===== src/rtl/alu_pkg.sv =====
// Shared definitions for the sequential ALU.
// Contents:
//   - opcode encodings driven on S_ALU
//   - bit positions inside the {S,Z,C,V} flag word
//   - FSM state encoding used by seq_alu
//   - pack_flags: assembles a flag word from its four bits
package alu_pkg;

  localparam logic [3:0] OP_ADD  = 4'b0000;
  localparam logic [3:0] OP_SUB  = 4'b0001;
  localparam logic [3:0] OP_AND  = 4'b0010;
  localparam logic [3:0] OP_OR   = 4'b0011;
  localparam logic [3:0] OP_XOR  = 4'b0100;
  localparam logic [3:0] OP_ADDC = 4'b0101;
  localparam logic [3:0] OP_SUBB = 4'b0110;
  localparam logic [3:0] OP_SLL  = 4'b1000;
  localparam logic [3:0] OP_SLR  = 4'b1001;
  localparam logic [3:0] OP_SRL  = 4'b1010;
  localparam logic [3:0] OP_SRA  = 4'b1011;
  localparam logic [3:0] OP_MUL  = 4'b1100;

  localparam int F_S = 3;
  localparam int F_Z = 2;
  localparam int F_C = 1;
  localparam int F_V = 0;

  // Flag word reported for an illegal opcode: only Z set.
  localparam logic [3:0] FLAGS_ILLEGAL = 4'b0100;

  typedef enum logic [1:0] {
    ST_IDLE = 2'd0,
    ST_MUL  = 2'd1,
    ST_HOLD = 2'd2
  } state_t;

  function automatic logic [3:0] pack_flags(input logic s, input logic z,
                                            input logic c, input logic v);
    logic [3:0] f;
    f      = '0;
    f[F_S] = s;
    f[F_Z] = z;
    f[F_C] = c;
    f[F_V] = v;
    return f;
  endfunction

endpackage


===== src/rtl/seq_alu_mul.sv =====
// Iterative unsigned shift-add multiplier.
// Ports:
//   clk     - clock
//   clear   - synchronous abort, drops any multiply in progress
//   start   - load operands and begin (ignored while busy)
//   a, b    - WIDTH-bit unsigned operands
//   busy    - a multiply is loaded or iterating
//   done    - product is final this cycle (one-cycle pulse, busy also high)
//   product - 2*WIDTH-bit product, valid while done is high
// Timing: start edge loads, the next WIDTH edges each add one partial
// product, and done is asserted in the cycle after the last one.
module seq_alu_mul #(
  parameter int WIDTH = 16
) (
  input  logic               clk,
  input  logic               clear,
  input  logic               start,
  input  logic [WIDTH-1:0]   a,
  input  logic [WIDTH-1:0]   b,
  output logic               busy,
  output logic               done,
  output logic [2*WIDTH-1:0] product
);

  localparam int CW = $clog2(WIDTH) + 1;
  localparam logic [CW-1:0] CNT_LOAD = CW'(WIDTH);

  logic [CW-1:0]      cnt_p1;
  logic [2*WIDTH-1:0] mcand_p1;
  logic [2*WIDTH-1:0] acc_p1;
  logic [WIDTH-1:0]   mplier_p1;

  // Control: counter and busy are the only reset state.
  always_ff @(posedge clk) begin
    if (clear) begin
      busy   <= 1'b0;
      cnt_p1 <= '0;
    end else if (start && !busy) begin
      busy   <= 1'b1;
      cnt_p1 <= CNT_LOAD;
    end else if (busy) begin
      if (cnt_p1 != '0) cnt_p1 <= cnt_p1 - 1'b1;
      else              busy   <= 1'b0;
    end
  end

  // Datapath: one multiplier bit retired per cycle, LSB first.
  always_ff @(posedge clk) begin
    if (start && !busy) begin
      mcand_p1  <= {{WIDTH{1'b0}}, a};
      mplier_p1 <= b;
      acc_p1    <= '0;
    end else if (busy && cnt_p1 != '0) begin
      if (mplier_p1[0]) acc_p1 <= acc_p1 + mcand_p1;
      mcand_p1  <= mcand_p1 << 1;
      mplier_p1 <= mplier_p1 >> 1;
    end
  end

  assign done    = busy && (cnt_p1 == '0);
  assign product = acc_p1;

endmodule


===== src/rtl/seq_alu.sv =====
// Registered ALU with valid/ready handshakes, carry-chained ADDC/SUBB and
// an optional iterative multiplier. One operation is in flight at a time.
// Ports:
//   CLK, RST            - clock, synchronous active-high reset
//   IN_VALID, IN_READY  - operation handshake (fires when both high)
//   DATA_A, DATA_B      - operands; DATA_B low bits are the shift amount
//   S_ALU               - opcode
//   OUT_VALID, OUT_READY- result handshake
//   ALU_OUT             - registered result
//   FLAG_OUT            - registered flags {S,Z,C,V}
module seq_alu
  import alu_pkg::*;
#(
  parameter int WIDTH  = 16,
  parameter bit MUL_EN = 1'b1
) (
  input  logic             CLK,
  input  logic             RST,
  input  logic             IN_VALID,
  output logic             IN_READY,
  input  logic [WIDTH-1:0] DATA_A,
  input  logic [WIDTH-1:0] DATA_B,
  input  logic [3:0]       S_ALU,
  output logic             OUT_VALID,
  input  logic             OUT_READY,
  output logic [WIDTH-1:0] ALU_OUT,
  output logic [3:0]       FLAG_OUT
);

  localparam int MSB  = WIDTH - 1;
  localparam int SH_W = $clog2(WIDTH);

  state_t state_p1, state_nx;

  logic [WIDTH-1:0]   res_p1;
  logic [3:0]         flag_p1;

  logic               accept;
  logic               is_mul;
  logic               mul_busy, mul_done;
  logic [2*WIDTH-1:0] mul_prod;

  logic [SH_W-1:0]    shamt;
  logic [SH_W:0]      rot_amt;
  logic               cin;
  logic [WIDTH:0]     sum_c, dif_c, shl_c, srl_c;
  logic signed [WIDTH:0] sra_in, sra_c;
  logic [WIDTH-1:0]   res_c;
  logic [3:0]         flags_c;
  logic               c_c, v_c, illegal_c;

  assign accept = IN_VALID && IN_READY;
  assign is_mul = MUL_EN && (S_ALU == OP_MUL);

  // Single-cycle operations; everything is evaluated in WIDTH+1 bits so the
  // carry/borrow and the last bit shifted out fall into the extra bit.
  always_comb begin
    shamt     = DATA_B[SH_W-1:0];
    rot_amt   = (SH_W+1)'(WIDTH) - {1'b0, shamt};
    cin       = ((S_ALU == OP_ADDC) || (S_ALU == OP_SUBB)) ? flag_p1[F_C] : 1'b0;
    sum_c     = {1'b0, DATA_A} + {1'b0, DATA_B} + {{WIDTH{1'b0}}, cin};
    dif_c     = {1'b0, DATA_A} - {1'b0, DATA_B} - {{WIDTH{1'b0}}, cin};
    shl_c     = {1'b0, DATA_A} << shamt;
    srl_c     = {DATA_A, 1'b0} >> shamt;
    sra_in    = {DATA_A, 1'b0};
    sra_c     = sra_in >>> shamt;
    res_c     = '0;
    c_c       = 1'b0;
    v_c       = 1'b0;
    illegal_c = 1'b0;
    case (S_ALU)
      OP_ADD, OP_ADDC: begin
        res_c = sum_c[MSB:0];
        c_c   = sum_c[WIDTH];
        v_c   = (DATA_A[MSB] == DATA_B[MSB]) && (sum_c[MSB] != DATA_A[MSB]);
      end
      OP_SUB, OP_SUBB: begin
        res_c = dif_c[MSB:0];
        c_c   = dif_c[WIDTH];
        v_c   = (DATA_A[MSB] != DATA_B[MSB]) && (dif_c[MSB] != DATA_A[MSB]);
      end
      OP_AND: res_c = DATA_A & DATA_B;
      OP_OR:  res_c = DATA_A | DATA_B;
      OP_XOR: res_c = DATA_A ^ DATA_B;
      OP_SLL: begin
        res_c = shl_c[MSB:0];
        c_c   = shl_c[WIDTH];
      end
      // A right shift by WIDTH (shamt==0) yields zero, so n=0 rotates to A.
      OP_SLR: begin
        res_c = (DATA_A << shamt) | (DATA_A >> rot_amt);
        c_c   = shl_c[WIDTH];
      end
      OP_SRL: begin
        res_c = srl_c[WIDTH:1];
        c_c   = srl_c[0];
      end
      OP_SRA: begin
        res_c = sra_c[WIDTH:1];
        c_c   = sra_c[0];
      end
      // Real multiplies go to the iterative unit; this arm only sees MUL
      // when the multiplier is compiled out.
      OP_MUL:  illegal_c = !MUL_EN;
      default: illegal_c = 1'b1;
    endcase
    if (illegal_c) begin
      res_c   = '0;
      flags_c = FLAGS_ILLEGAL;
    end else begin
      flags_c = pack_flags(res_c[MSB], res_c == '0, c_c, v_c);
    end
  end

  seq_alu_mul #(.WIDTH(WIDTH)) u_mul (
    .clk     (CLK),
    .clear   (RST),
    .start   (accept && is_mul),
    .a       (DATA_A),
    .b       (DATA_B),
    .busy    (mul_busy),
    .done    (mul_done),
    .product (mul_prod)
  );

  // ---- stage p1: FSM state register ----
  always_ff @(posedge CLK) begin
    if (RST) state_p1 <= ST_IDLE;
    else     state_p1 <= state_nx;
  end

  always_comb begin
    state_nx = state_p1;
    case (state_p1)
      ST_IDLE: if (accept) state_nx = is_mul ? ST_MUL : ST_HOLD;
      ST_MUL: begin
        if (mul_done)      state_nx = ST_HOLD;
        else if (!mul_busy) state_nx = ST_IDLE;
      end
      ST_HOLD: begin
        if (accept)         state_nx = is_mul ? ST_MUL : ST_HOLD;
        else if (OUT_READY) state_nx = ST_IDLE;
      end
      default: state_nx = ST_IDLE;
    endcase
  end

  always_comb begin
    IN_READY  = !RST && ((state_p1 == ST_IDLE) ||
                         ((state_p1 == ST_HOLD) && OUT_READY));
    OUT_VALID = (state_p1 == ST_HOLD);
  end

  // ---- stage p1: result and flag register ----
  always_ff @(posedge CLK) begin
    if (RST) begin
      res_p1  <= '0;
      flag_p1 <= '0;
    end else if (accept && !is_mul) begin
      res_p1  <= res_c;
      flag_p1 <= flags_c;
    end else if (mul_done) begin
      res_p1  <= mul_prod[MSB:0];
      flag_p1 <= pack_flags(mul_prod[MSB], mul_prod[MSB:0] == '0,
                            |mul_prod[2*WIDTH-1:WIDTH], 1'b0);
    end
  end

  assign ALU_OUT  = res_p1;
  assign FLAG_OUT = flag_p1;

endmodule


===== config.mk =====
export PLATFORM = sky130hd
export DESIGN_NAME = seq_alu
export DESIGN_NICKNAME = d
export VERILOG_FILES = /design/src/rtl/alu_pkg.sv /design/src/rtl/seq_alu_mul.sv /design/src/rtl/seq_alu.sv
export SDC_FILE = /design/constraint.sdc
export NUM_CORES = 1
export LEC_CHECK = 0
export CORE_MARGIN = 8
export CORE_UTILIZATION = 44
export DETAILED_ROUTE_END_ITERATION = 10
export PLACE_DENSITY = 0.71
export SETUP_SLACK_MARGIN = 0.4
export SYNTH_ARGS = -nofsm -noshare
export SYNTH_HDL_FRONTEND = slang
export SYNTH_SLANG_ARGS = --single-unit

===== constraint.sdc =====
create_clock -name CLK -period 6.8 [get_ports CLK]
set_input_delay 1.36 -clock CLK [delete_from_list [all_inputs] [get_ports CLK]]
set_output_delay 1.36 -clock CLK [all_outputs]
set_load 0.05 [all_outputs]

# Word level (Yosys, flattened, before mapping)
# Cells that the tools add are included.
[totals]
ff_bits = 108
input_bits = 40
out_inout_bits = 22
word_cells = 108
[op_classes]
n_addsub = 7
eq_ne = 20
shifts = 5
n_mux = 27
bitwise = 4
reduce_logical = 35
[ops]
columns = ["operator", "count"]
rows = [
  ["$pmux 16 s9", 1],
  ["$mux 16", 7],
  ["$add 32x32->32", 1],
  ["$logic_not 16->1", 2],
  ["$or 16x16->16", 2],
  ["$eq 4x4->1 const B", 5],
  ["$add 16x16->17", 1],
  ["$add 17x1->17", 1],
  ["$shl 16x4->17", 1],
  ["$shr 17x4->17", 1],
  ["$sshr 17x4->17", 1],
  ["$sub 16x16->17", 1],
  ["$sub 17x1->17", 1],
  ["$and 16x16->16", 1],
  ["$reduce_or 16->1", 1],
  ["$shl 16x4->16", 1],
  ["$shr 16x5->16", 1],
  ["$xor 16x16->16", 1],
  ["$mux 5", 3],
  ["$eq 4x3->1 const B", 3],
  ["$mux 2", 6],
  ["$mux 4", 3],
  ["$reduce_or 12->1", 1],
  ["$logic_and 1x1->1", 10],
  ["25 further kinds", 42],
]

# Depth between registers and ports, before layout
# Gate-level depths: netlist (run 1).
[logic_depth]
depth_word = 9
ltp_mapped = 19
mapped_depth_nobuf = 17

# Modules after synthesis
# Synthesis (run 1) repeated with hierarchy kept, for this count alone.
[hier_totals]
hier_cells = 1442
area_unflattened_um2 = 11194.5
[by_module_without_submodules]
columns = ["mod", "n_inst", "cells_each", "area_per_inst_um2", "seq_area_each_um2"]
rows = [
  ["seq_alu", 1, 842, 6231.0, 420.4],
  ["seq_alu_mul", 1, 600, 4963.5, 2042.0],
]

# Worst setup path after synthesis (run 1)
# No wires, ideal clock.
[synth_path]
path_kind = "input to register"
startpoint = "in DATA_B[1]"
endpoint = "reg flag_p1[2], in the netlist FLAG_OUT[2]"
setup_time_ns = 0.096
t_arrival_ns = 5.494
required_ns = 6.704
slack_ns = 1.210
stages = 15
path_buffers = 4
cell_sequence = "clkbuf_1 > inv_2 > buf_1 > buf_1 > ha_1 > buf_2 > xnor2_1 > mux4_2 > a32o_1 > or4_1 > nor2_1 > and4bb_1 > nand4bb_1 > or4b_1 > o41ai_2"
[synth_via]
elab_chain_len = 7
word_cells_on_any_way = 18
cone_classes = "5 x add/sub; 5 x shift; 3 x mux; 4 x bitwise; 1 x reduce/logical"
[synth_lines]
columns = ["element", "line", "rtl"]
rows = [
  ["from (decl)", "seq_alu.sv:22", "input logic [WIDTH-1:0] DATA_B,"],
  ["branches (longest 3 deep; another with $sub 16x16->17)", "-", ""],
  ["$pmux 16 s9 (*)", "seq_alu.sv:71", "case (S_ALU)"],
  ["$logic_not 16->1 (*)", "seq_alu.sv:111", "flags_c = pack_flags(res_c[MSB], res_c == '0, c_c, v_c);"],
  ["$mux 4 (*)", "seq_alu.sv:107", "if (illegal_c) begin"],
  ["$mux 4 (*)", "seq_alu.sv:159", "end else if (accept && !is_mul) begin"],
  ["to (signal assigned)", "seq_alu.sv:161", "flag_p1 <= flags_c;"],
  ["to (signal assigned)", "seq_alu.sv:164", "flag_p1 <= pack_flags(mul_prod[MSB], mul_prod[MSB:0] == '0,"],
  ["to (decl)", "seq_alu.sv:36", "logic [3:0] flag_p1;"],
]
# Every way passes the cells marked *.
# A chain may end at the register's enable or synchronous reset.

# Worst setup path after layout (run 1)
[layout_path]
startpoint = "in S_ALU[2]"
endpoint = "reg flag_p1[0], in the netlist FLAG_OUT[0]"
[layout_via]
elab_chain_len = 9
word_cells_on_any_way = 29
cone_classes = "2 x add/sub; 13 x eq/ne; 4 x mux; 10 x reduce/logical"
[layout_lines]
columns = ["element", "line", "rtl"]
rows = [
  ["from (decl)", "seq_alu.sv:23", "input logic [3:0] S_ALU,"],
  ["$eq 4x3->1", "seq_alu.sv:60, seq_alu.sv:71", ""],
  ["$logic_or 1x1->1", "seq_alu.sv:60", "cin = ((S_ALU == OP_ADDC) || (S_ALU == OP_SUBB)) ? flag_p1[F_C] : 1'b0;"],
  ["$mux 1", "seq_alu.sv:60", ""],
  ["$sub 17x1->17 / $add 17x1->17 (equally long branches)", "seq_alu.sv:62, seq_alu.sv:61", ""],
  ["$ne 1x1->1, on equally long branches", "seq_alu.sv:80, seq_alu.sv:75", ""],
  ["$logic_and 1x1->1, on equally long branches", "seq_alu.sv:80, seq_alu.sv:75", ""],
  ["$pmux 1 s2", "seq_alu.sv:71", ""],
  ["$mux 4", "seq_alu.sv:107", ""],
  ["$mux 4", "seq_alu.sv:159", ""],
]
# Parallel ways exist; a longest one is shown, timed or not.

==> impl.org, run 1 <==
** Run status
- Outcome :: complete, no violations

** Global route
- The first global-routing pass estimated 55300 um of wire.
- Global router's overall resource usage :: 0.239
- Entering global routing, the biggest net connects 47 pins.
- Number of antenna violations at the first check in global routing :: 0
- Number of global-route vias before repair :: 9714
- Total global routing overflow :: 0

** Critical path
- The kind of cell with the highest combined delay along the critical path is compound AO/OA/AOI/OAI gates.
- Type of the setup path with the least slack :: in -> reg
- Data arrives at the worst endpoint at a little under 6 ns.
- On the critical path, the stage with the largest delay is an instance of sky130_fd_sc_hd__clkdlybuf4s50_1.
- Data required time of the critical path :: 7.09 ns
- Worst-path cell chain :: clkdlybuf4s50_1 > inv_1 > nor2_1 > nand3_1 > inv_1 > fa_1 > inv_1 > ha_1 > o21ai_0 > a311oi_1 > a21oi_1 > o21a_1 > o41ai_1 > a21oi_1 > xor2_1 > o21ai_0 > or3b_2 > a21oi_1
- The worst setup path is captured at a register.
- Of all nets on the critical path, the largest fanout is 18.
- Critical path startpoint category :: primary input
- The largest single stage delay on the critical path is 0.81 ns.
- The number of buffers and inverters on the critical path is 4.

** Clock tree
- In this run, CTS created clock tree buffers numbering 9.
- Once the clock tree was built, the resizer swapped 0 gates to a different size.
- CTS Root Cell :: sky130_fd_sc_hd__clkbuf_16
- For this design, the CTS-stage hold fixing added 0 buffers.
- CTS tree :: yes
- Post-CTS timing repair inserted 0 buffers for setup.
- The H-tree was split into 3 levels.
- No sink is reached through more buffers than the 2 on the longest clock path.
- Number of sinks handled by clock tree synthesis :: 107
- After clock tree synthesis, the clock-pin slew on the worst setup and hold paths is 0.08 ns.
- Later-pin clock latency in the skew report :: between 0.3 and 0.4 ns

** Route
- Average wire per cell in the routed design :: 20.9 um
- The pre-antenna-repair detailed-routing pass consisted of 5 iterations.
- In the routed layout, each cell is associated on average with a via count of 6.22.
- Once detail routing completed, the nets flagged for antenna violations numbered 0.
- The final layout contains routed wiring with a total length of roughly 35000 um.
- Initial DRC Count :: 1121
- Vias after detailed routing :: about 11000
- For this run, design rule violations remaining after detail routing come to 0.

** Placed design
- Number of input and output port buffers inserted :: 61
- Routability-driven placement finished with a final weighted congestion of 1.04.
- Detail Placement HPWL :: 27200 um

** STA
- Headroom to the max-slew limit came out at 0.251.
- The number of hold-slack violations in the final timing report was 0.
- Setup repair after global routing missed its margin :: no
- At the pin with the least slew margin, the transition time is ~1.1 ns.
- Max-slew violation total from the final report :: 0
- After layout, the minimum clock period comes to about 5.6 ns.
- Endpoints failing setup :: 0
- Final-layout setup total negative slack :: 0 ns
- Dividing the final minimum period by the clock period gives 0.819.
- Worst Clk Skew :: 0.0127 ns
- Timing would allow up to 180 MHz.

** Floorplan
- Placement Rows :: 56
- The floorplan step defined a die boundary enclosing roughly 29000 sq um.
- Die height :: 171 um
- Initial cell density of the core :: 0.449
- Core outline area :: 23500 sq um
- Die Width :: approximately 170 um
- # IOs :: slightly above 60

** Cells and area
- Layout cells sized above 1 :: 0.0779
- Top library cells by usage in the layout, fill and taps aside :: sky130_fd_sc_hd__nand2_1 (184), sky130_fd_sc_hd__a21oi_1 (110), sky130_fd_sc_hd__nor2_1 (99)
- Final core utilization :: 0.501
- The area growth from synthesis to layout is 11.5%.
- The number of antenna diodes in the final layout is 0.
- The net count of the finished layout is 1511.
- Leaving out fill and tap cells, the most frequent cell in the layout is sky130_fd_sc_hd__nand2_1.

** Synthesis
- Synth area leaders :: sky130_fd_sc_hd__dfxtp_1 (14%), sky130_fd_sc_hd__ha_1 (12%), sky130_fd_sc_hd__edfxtp_1 (9.1%)
- Portion of synthesized cell area occupied by the leading cell type :: 0.142
- In the synthesized netlist the async set-or-reset flop fraction comes to 0.
- Post-synthesis cell type with the largest combined area :: sky130_fd_sc_hd__dfxtp_1
- Warning count from the yosys run :: 0
- Ys flop type :: sky130_fd_sc_hd__dfxtp_1
- Share of synthesized area occupied by flip-flops and latches :: 0.234
- Cell area after synthesis :: 10500 sq um
- Counting every instance in the synthesized netlist gives 1348.
- Mapped Avg Cell Area :: roughly 7.8 sq um
- Netlist cell types :: 77
- Count of state elements after synthesis :: 107
- Yosys mapped a number of flops with a built-in enable equal to 32.
- The number of nets in the synthesized netlist is roughly 1500.

** Power
- Highest ir drop seen on vdd :: 0.143 mV
- The analysis attributes to cell leakage a power of 4.87 nW.
- For this design the ratio of total power to cell area is roughly 220 nW/um^2.

** Worst hold path
- The tightest min-delay check is of the reg -> reg type.

** Job
- Max-cap violations in this run came to 0.
==> report_power, final <==
group          switching (mW)  total (mW)  internal (mW)
Clock                   0.257       0.514          0.257
Sequential             0.0945       0.847          0.752
Combinational           0.711        1.23          0.514
Total                    1.06        2.59           1.52
==> final cells by class <==
class,instances,area (sq um)
fillers,2323,11700
multi-input cells,1093,7520
flip-flops and latches,107,2460
repair buffers,93,846
well taps,319,399
inverters,65,244
clock buffers,10,229
clock inverters,6,60.1
==> synth_stat cells, types with 7 or more instances <==
cell                       number
sky130_fd_sc_hd__mux2i_1       40
sky130_fd_sc_hd__nand2_1      184
sky130_fd_sc_hd__xor2_1        27
sky130_fd_sc_hd__a22oi_1       12
sky130_fd_sc_hd__o211ai_1      12
sky130_fd_sc_hd__a221o_1        8
sky130_fd_sc_hd__mux4_2        11
sky130_fd_sc_hd__inv_1         64
sky130_fd_sc_hd__and3_1         8
sky130_fd_sc_hd__edfxtp_1      32
sky130_fd_sc_hd__nor3_1        33
sky130_fd_sc_hd__xnor2_1       23
sky130_fd_sc_hd__o221ai_1       8
sky130_fd_sc_hd__mux2_2        24
sky130_fd_sc_hd__o22ai_1        7
sky130_fd_sc_hd__nor4_1        13
sky130_fd_sc_hd__o31ai_1        9
sky130_fd_sc_hd__a21o_1        32
sky130_fd_sc_hd__nand2b_1      18
sky130_fd_sc_hd__nand4_1        7
sky130_fd_sc_hd__nor2b_1       14
sky130_fd_sc_hd__a21oi_1      110
sky130_fd_sc_hd__a31oi_1       12
sky130_fd_sc_hd__a311oi_1      20
sky130_fd_sc_hd__o21a_1         7
sky130_fd_sc_hd__o21ai_0       95
sky130_fd_sc_hd__nand3_1       35
sky130_fd_sc_hd__clkbuf_1      60
sky130_fd_sc_hd__a211oi_1      21
sky130_fd_sc_hd__dfxtp_1       75
sky130_fd_sc_hd__buf_2         11
sky130_fd_sc_hd__nor2_1        99
sky130_fd_sc_hd__buf_1          8
sky130_fd_sc_hd__ha_1          97
==> state kept, by name, indices dropped and copies added (netlist names) <==
signal           flops
u_mul.product       32
FLAG_OUT             3
u_mul.cnt_p1         5
u_mul.busy           1
u_mul.mcand_p1      32
ALU_OUT             16
state_p1             2
u_mul.mplier_p1     16
==> routing by layer <==
metal,up-vias,part of all wire,GRT usage
met5,-,0,0
met4,0,0.023,0.0694
met3,71,0.084,0.0343
met2,481,0.45,0.380
met1,5003,0.44,0.332
li1,4976,-,-
==> stage by stage <==
step | worst slack [ns] | hold slack (ns) | power, mW | instances | instance area [sq um]
after global placement | 1.08 | 0.459 | 2.04 | 1677 | 11500
after global routing | 0.810 | 0.498 | 2.76 | 1693 | 11800
after detailed placement | 0.904 | 0.465 | 2.06 | 1677 | 11500
final | 1.23 | 0.476 | 2.59 | 1693 | 11800
after CTS | 1.28 | 0.477 | 2.58 | 1693 | 11800
after floorplan | 1.21 | 0.434 | 1.75 | 1348 | 10500
==> worst reg2reg max path: stages, from the launching register on <==
cell	delay, ns
sky130_fd_sc_hd__dfxtp_1	0.44
sky130_fd_sc_hd__nand3_1	0.17
sky130_fd_sc_hd__inv_1	0.10
sky130_fd_sc_hd__fa_1	0.44
sky130_fd_sc_hd__inv_1	0.10
sky130_fd_sc_hd__ha_1	0.13
sky130_fd_sc_hd__o21ai_0	0.11
sky130_fd_sc_hd__a311oi_1	0.51
sky130_fd_sc_hd__a21oi_1	0.23
sky130_fd_sc_hd__o21a_1	0.24
sky130_fd_sc_hd__o41ai_1	0.31
sky130_fd_sc_hd__a21oi_1	0.14
sky130_fd_sc_hd__xor2_1	0.18
sky130_fd_sc_hd__o21ai_0	0.19
sky130_fd_sc_hd__or3b_2	0.46
sky130_fd_sc_hd__a21oi_1	0.13
==> cells by family after synthesis <==
kind of cell / Yosys count / synth area share
compound gates: 411 / 0.255
xor+xnor: 50 / 0.0415
fa+ha+maj: 102 / 0.125
buf+inv: 148 / 0.0558
flops: 107 / 0.234
mux: 77 / 0.0909
simple gates: 453 / 0.199
==> worst paths after layout <==
check                                  start                              end  slack [ns]  cells past startpoint
min reg2reg  u_mul.mcand_p1[28]$_SDFFE_PP0P_  u_mul.mcand_p1[29]$_SDFFE_PP0P_        0.48                      2
max reg2reg         FLAG_OUT[1]$_SDFFE_PP0P_         FLAG_OUT[0]$_SDFFE_PP0P_        2.87                     15
min          u_mul.mcand_p1[28]$_SDFFE_PP0P_  u_mul.mcand_p1[29]$_SDFFE_PP0P_        0.48                      2
max                                 S_ALU[2]         FLAG_OUT[0]$_SDFFE_PP0P_        1.23                     18
Note: power is estimated with default switching activity, not from simulation.
==> inputs of run 2 (changes only) <==
- clock period: 6.8 -> 5.2 ns (I/O delays scaled with it)
==> run 2 against run 1 <==
Net effect: core utilization grew 1.3 points; register-to-register slack lost 1.5 ns; via count grew 1.1%; non-clock buffer count grew 34; critical endpoint is now FLAG_OUT[2]$_SDFFE_PP0P_.
==> impl.org, run 2 (synthesized netlist as in run 1, its figures left out) <==
** Clock tree
- Post-CTS setup buffer count :: 0
- Number of sinks handled by clock tree synthesis :: 107
- TritonCTS created 9 clock buffers.
- The clock passes through at most 2 buffers.
- H-Tree Level Count :: 3
- Clock slew seen by the registers of the worst setup and hold paths :: 0.08 ns
- For this design, the CTS-stage hold fixing added 0 buffers.
- In this run the clock root is driven by a sky130_fd_sc_hd__clkbuf_16.
- Post-CTS repair changed the size of 0 cells.
- The clock reaches the later pin of the worst-skew pair after 0.36 ns.
- CTS tree :: yes

** Critical path
- Depth of the worst register-to-register path :: 11
- Largest fanout on the critical path :: 4
- For the worst setup path, the data arrival time is around 5.0 ns.
- Data required time of the critical path :: 5.45 ns
- The setup path with the least slack is of type in -> reg.
- The worst setup path is captured at a register.
- Critical path startpoint category :: primary input

** Route
- Vias after detailed routing :: 10600
- Summed over all layers, the routed wires come to 36400 um.
- DRT met1 WL :: 16200 um
- The detailed router finished its first iteration with 1147 violations.
- Average wire per cell in the routed design :: about 21 um
- Summed over all nets, wire length on met3 after detailed routing comes to 2990 um.
- After detailed routing, the met2 layer carries 16200 um of wire.
- The highest layer touched by signal routing is met4.
- Via density per instance :: slightly above 6
- The first TritonRoute pass finished after 6 iterations.
- DR DRC count :: 0
- Residual antenna-violating net count after detailed routing :: 0

** Power
- In this run the power spent charging and discharging nets is 1.41 mW.
- Switching part of the total power :: 0.410
- Cell Pwr Density :: 284 nW/um^2
- The internal portion of the total power is 2.02 mW.
- Portion of total power attributed to sequential cells :: 0.324
- The analysis attributes to cell leakage a power of 5.05 nW.
- Highest ir drop seen on vdd :: approximately 0.18 mV
- Of the total power, combinational logic draws 0.481.
- The share of total power dissipated in the clock network is 0.195.

** Global route
- The first global-routing pass estimated ~57000 um of wire.
- Number of global-route vias before repair :: 9991
- Number of antenna violations at the first check in global routing :: 0
- Global router's overall resource usage :: 0.249
- Total global routing overflow :: 0
- Largest net degree at the start of global routing :: 64

** STA
- In the finished design, the share of the clock period the worst path needs comes to 0.907.
- The number of hold-slack violations in the final timing report is 0.
- Slew at the pin closest to its max-slew limit :: 1.10 ns
- Max frequency :: roughly 210 MHz
- Setup repair after global routing could not meet its margin everywhere.
- Worst Clk Skew :: 0.0133 ns
- Worst Slack Setup Final :: 0.483 ns
- Endpoints failing setup :: 0
- Max-slew violation total from the final report :: 0
- Final-layout setup total negative slack :: 0 ns
- Final critical path time including I/O delays and setup :: 4.72 ns
- Relative slew margins :: 0.264

** Cells and area
- The area growth from synthesis to layout is 14.4%.
- The filler cells instantiated in the layout total about 2300.
- After the last flow step, the layout net total stands at approximately 1500.
- Leaving out fill and tap cells, the most frequent cell in the layout is sky130_fd_sc_hd__nand2_1.
- Leaving out fill and tap cells, the most frequent cells in the layout are sky130_fd_sc_hd__nand2_1 (184), sky130_fd_sc_hd__a21oi_1 (110), sky130_fd_sc_hd__nor2_1 (99).
- The repair_antennas step left the layout with diodes totalling 0.
- In the final layout, the share of cells above drive strength 1 is 0.102.

** Floorplan
- The floorplan step set the die width to 171 um.
- Area of the die :: 29200 sq um
- # IOs :: 62
- Measured along the y axis, the die boundary spans approximately 170 um.
- Core outline area :: 23500 sq um
- Row generation in the floorplan step produced 56 rows.
- Initial cell density of the core :: 0.449

** Placed design
- The count of buffers added on input and output ports is slightly above 60.
- Before CTS, the worst setup slack after placement is 0.127 ns.
- At the end of routability-driven placement, the weighted congestion stood at 0.990.
- Detail Placement HPWL :: 28500 um

** Worst hold path
- The tightest min-delay check is of the reg -> reg type.
- The worst hold path was traced through 2 stages.

** Job
- Max capacitance violation total :: 0

** Run status
- Outcome :: complete, no violations
-- run 2: cell types whose count changed in the layout (fill, tap and decap cells not counted), sizes merged --
cell / delta
inv: +1
buf: +34
clkinv: -1
-- run 2: power groups by stage --
stage	clock network (mW)	registers, mW	logic, mW
global placement	0	1.13	1.59
finish	0.669	1.11	1.65
detailed placement	0	1.13	1.61
floorplan	0	1.13	1.16
global route	0.712	1.13	1.82
CTS	0.683	1.11	1.62
-- run 2: layer usage --
metal,global-route usage,vias up
met1,0.343,5043
li1,-,5044
met5,0,-
met3,0.0413,69
met2,0.390,490
met4,0.0816,0
-- run 2: critical path: stages --
cell	delay, ns
sky130_fd_sc_hd__clkdlybuf4s50_1	0.50
sky130_fd_sc_hd__xor2_1	0.16
sky130_fd_sc_hd__nand3_1	0.13
sky130_fd_sc_hd__fa_1	0.43
sky130_fd_sc_hd__fa_1	0.45
sky130_fd_sc_hd__a221o_1	0.35
sky130_fd_sc_hd__a32o_1	0.20
sky130_fd_sc_hd__or4_1	0.51
sky130_fd_sc_hd__nor2_1	0.12
sky130_fd_sc_hd__and4bb_1	0.25
sky130_fd_sc_hd__nand4bb_1	0.13
sky130_fd_sc_hd__or4b_1	0.50
sky130_fd_sc_hd__o41ai_2	0.21
-- run 2: path summary, 6_finish.rpt --
check	start	endpoint	slack, ns
max	S_ALU[0]	FLAG_OUT[2]$_SDFFE_PP0P_	0.48
min	u_mul.mcand_p1[31]$_SDFFE_PP0P_	u_mul.mcand_p1[31]$_SDFFE_PP0P_	0.48
max reg2reg	FLAG_OUT[1]$_SDFFE_PP0P_	FLAG_OUT[2]$_SDFFE_PP0P_	1.37
min reg2reg	u_mul.mcand_p1[31]$_SDFFE_PP0P_	u_mul.mcand_p1[31]$_SDFFE_PP0P_	0.48
-- run 2: cell type report --
cell class / instances / area [sq um] / share of cell area
multi-input cells: 1093 / 7550 / 0.626
well taps: 319 / 399 / 0.0331
inverters: 65 / 244 / 0.0202
flip-flops and latches: 107 / 2460 / 0.204
clock buffers: 10 / 229 / 0.0190
clock inverters: 6 / 57.6 / 0.00477
repair buffers: 127 / 1110 / 0.0923
-- run 2: per-stage QoR --
step                area (sq um)  hold WS, ns  instances  total power, mW  utilization
floorplan                  10600        0.434       1348             2.29            -
global placement           11800        0.457       1711             2.72        0.501
detailed placement         11800        0.462       1711             2.73        0.501
CTS                        12000        0.477       1727             3.41        0.513
global route               12100        0.494       1727             3.66        0.514
finish                     12100        0.476       1727             3.43        0.514
==> inputs of run 3 (changes only) <==
- TNS_END_PERCENT: not set -> 20
==> run 3 against run 2 <==
Net effect: count of clock-buffer cells in the layout unchanged; sequential share of layout area unchanged; critical path type unchanged; largest cell class unchanged; largest power group unchanged; setup slack better by 0.0062 ns; critical path depth unchanged.
==> impl.org, run 3 (synthesized netlist as in run 1, its figures left out) <==
** Job
- Max-cap violations in this run came to 0.

** Critical path
- Startpoint of the worst setup timing path :: S_ALU[0]
- Type of the setup path with the least slack :: in -> reg
- Largest fanout on the critical path :: 4
- The worst setup path is captured at a register.
- Data on the critical path arrives at its endpoint at 4.96 ns.
- Reg-to-reg critical path startpoint :: FLAG_OUT[1]$_SDFFE_PP0P_
- Setup slack on the worst reg-to-reg path comes out at 1.37 ns.
- STA classifies the critical path startpoint as a primary input.
- Data required time of the critical path :: 5.45 ns

** STA
- Worst Slack Setup Final :: 0.489 ns
- The number of hold-slack violations in the final timing report was 0.
- Tcrit/Tclk final :: 0.906
- Worst Clk Skew :: 0.0124 ns
- Max frequency :: 212 MHz
- In the final timing run, aggregate negative setup slack is 0 ns.
- Slew at the pin closest to its max-slew limit :: 1.09 ns
- Max-slew violation total from the final report :: 0
- Setup violations remaining at the end of the flow were counted as 0.
- Setup repair after global routing could not meet its margin everywhere.
- Relative slew margins :: 0.269
- Final critical path time including I/O delays and setup :: 4.71 ns

** Clock tree
- TritonCTS built the clock tree.
- In this run the deepest clock path goes through 2 buffers.
- Number of sinks handled by clock tree synthesis :: 107
- Post-cts resize count :: 0
- Clock slew seen by the registers of the worst setup and hold paths :: about 0.080 ns
- Cts hold-fix bufs :: 0
- The number of setup buffers added after CTS is 0.
- Later-pin clock latency in the skew report :: 0.36 ns
- Clock tree synthesis selected as its root buffer the cell sky130_fd_sc_hd__clkbuf_16.
- H-Tree Level Count :: 3
- TritonCTS Buffers :: 9

** Route
- Final wirelength :: 36500 um
- Average wire per cell in the routed design :: 21.1 um
- Initial DRC Count :: 1170
- Once detail routing completed, the nets flagged for antenna violations numbered 0.
- Detailed-routing iteration count for the pre-antenna-repair pass :: 5
- DR DRC count :: 0
- Vias after detailed routing :: 10600
- Via density per instance :: 6.16

** Cells and area
- Layout cells sized above 1 :: 0.102
- Top library cells by usage in the layout, fill and taps aside :: sky130_fd_sc_hd__nand2_1 (184), sky130_fd_sc_hd__a21oi_1 (110), sky130_fd_sc_hd__nor2_1 (99)
- ANT cells :: 0
- Most common cell after layout, fill and taps aside :: sky130_fd_sc_hd__nand2_1
- The layout has 2317 filler cells.
- Area overhead of the layout relative to synthesis :: 14.4%
- Nets@finish :: 1545

** Floorplan
- For this configuration, the core starts out at a cell density of 0.449.
- Placement Rows :: 56
- The die is 171 um tall.
- Core outline area :: 23500 sq um
- The die covers 29200 sq um.
- Die Width :: 171 um
- For this design the top-level I/O count stands at slightly above 60.

** Worst hold path
- Classification of the worst-slack hold path :: reg -> reg
- In this run the most critical hold path is launched from u_mul.mcand_p1[28]$_SDFFE_PP0P_.

** Power
- Cell Pwr Density :: ~280 nW/um^2
- Highest ir drop seen on vdd :: ~0.18 mV
- Summed over all cells, the static leakage comes to a little over 5 nW.

** Placed design
- Routability-driven placement congestion ratio :: 0.990
- Number of input and output port buffers inserted :: 61
- Post-Place Worst Slack :: 0.127 ns
- Detail Placement HPWL :: 28500 um

** Global route
- Number of global-route vias before repair :: 9991
- The initial antenna violation count is 0.
- Global router's overall resource usage :: 0.249
- First-pass GRT wire length :: 57100 um
- Entering global routing, the biggest net connects 64 pins.
- Global routing finished with a remaining overflow of 0.

** Run status
- Outcome :: complete, no violations
run 3: layout make-up:
class / count / area, sq um / area share
Multi-Input combinational cell: 1093 / 7550 / 0.626
Sequential cell: 107 / 2460 / 0.204
Timing Repair Buffer: 127 / 1110 / 0.0923
Tap cell: 319 / 399 / 0.0331
Inverter: 65 / 244 / 0.0202
Clock buffer: 10 / 229 / 0.0190
Clock inverter: 6 / 57.6 / 0.00477
run 3: per-layer routing:
metal | vias up | part of all wire | wire length, um | global-route usage
met5 | - | 0 | 0 | 0
met4 | 0 | 0.029 | 1070 | 0.0816
met3 | 69 | 0.084 | 3060 | 0.0413
met2 | 500 | 0.45 | 16200 | 0.390
met1 | 5021 | 0.44 | 16100 | 0.343
li1 | 5047 | - | - | -
run 3: where the power goes:
| part | internal, mW | switching (mW) | total (mW) |
|---|---|---|---|
| sequential | 0.984 | 0.128 | 1.11 |
| combinational | 0.701 | 0.946 | 1.65 |
| clock | 0.337 | 0.334 | 0.670 |
| total | 2.02 | 1.41 | 3.43 |
run 3: through the flow:
| step | hold WS (ns) | area [sq um] | power [mW] | utilization | cells |
|---|---|---|---|---|---|
| final | 0.477 | 12100 | 3.43 | 0.514 | 1727 |
| after global routing | 0.494 | 12100 | 3.66 | 0.514 | 1727 |
| after floorplan | 0.434 | 10600 | 2.29 | - | 1348 |
| after global placement | 0.457 | 11800 | 2.72 | 0.501 | 1711 |
| after detailed placement | 0.462 | 11800 | 2.73 | 0.501 | 1711 |
| after CTS | 0.477 | 12000 | 3.41 | 0.513 | 1727 |
run 3: final timing paths:
path / end / cells past startpoint
setup / recovery: FLAG_OUT[2]$_SDFFE_PP0P_ / 13
hold / removal: u_mul.mcand_p1[29]$_SDFFE_PP0P_ / 2
setup reg to reg: FLAG_OUT[2]$_SDFFE_PP0P_ / 11
hold reg to reg: u_mul.mcand_p1[29]$_SDFFE_PP0P_ / 2
run 3: worst max-delay path, cell delays in order:
cell and delay (ns):
sky130_fd_sc_hd__clkdlybuf4s50_1 0.49, sky130_fd_sc_hd__xor2_1 0.16, sky130_fd_sc_hd__nand3_1 0.13, sky130_fd_sc_hd__fa_1 0.43
sky130_fd_sc_hd__fa_1 0.45, sky130_fd_sc_hd__a221o_1 0.35, sky130_fd_sc_hd__a32o_1 0.20, sky130_fd_sc_hd__or4_1 0.51
sky130_fd_sc_hd__nor2_1 0.12, sky130_fd_sc_hd__and4bb_1 0.25, sky130_fd_sc_hd__nand4bb_1 0.13, sky130_fd_sc_hd__or4b_1 0.50
sky130_fd_sc_hd__o41ai_2 0.21
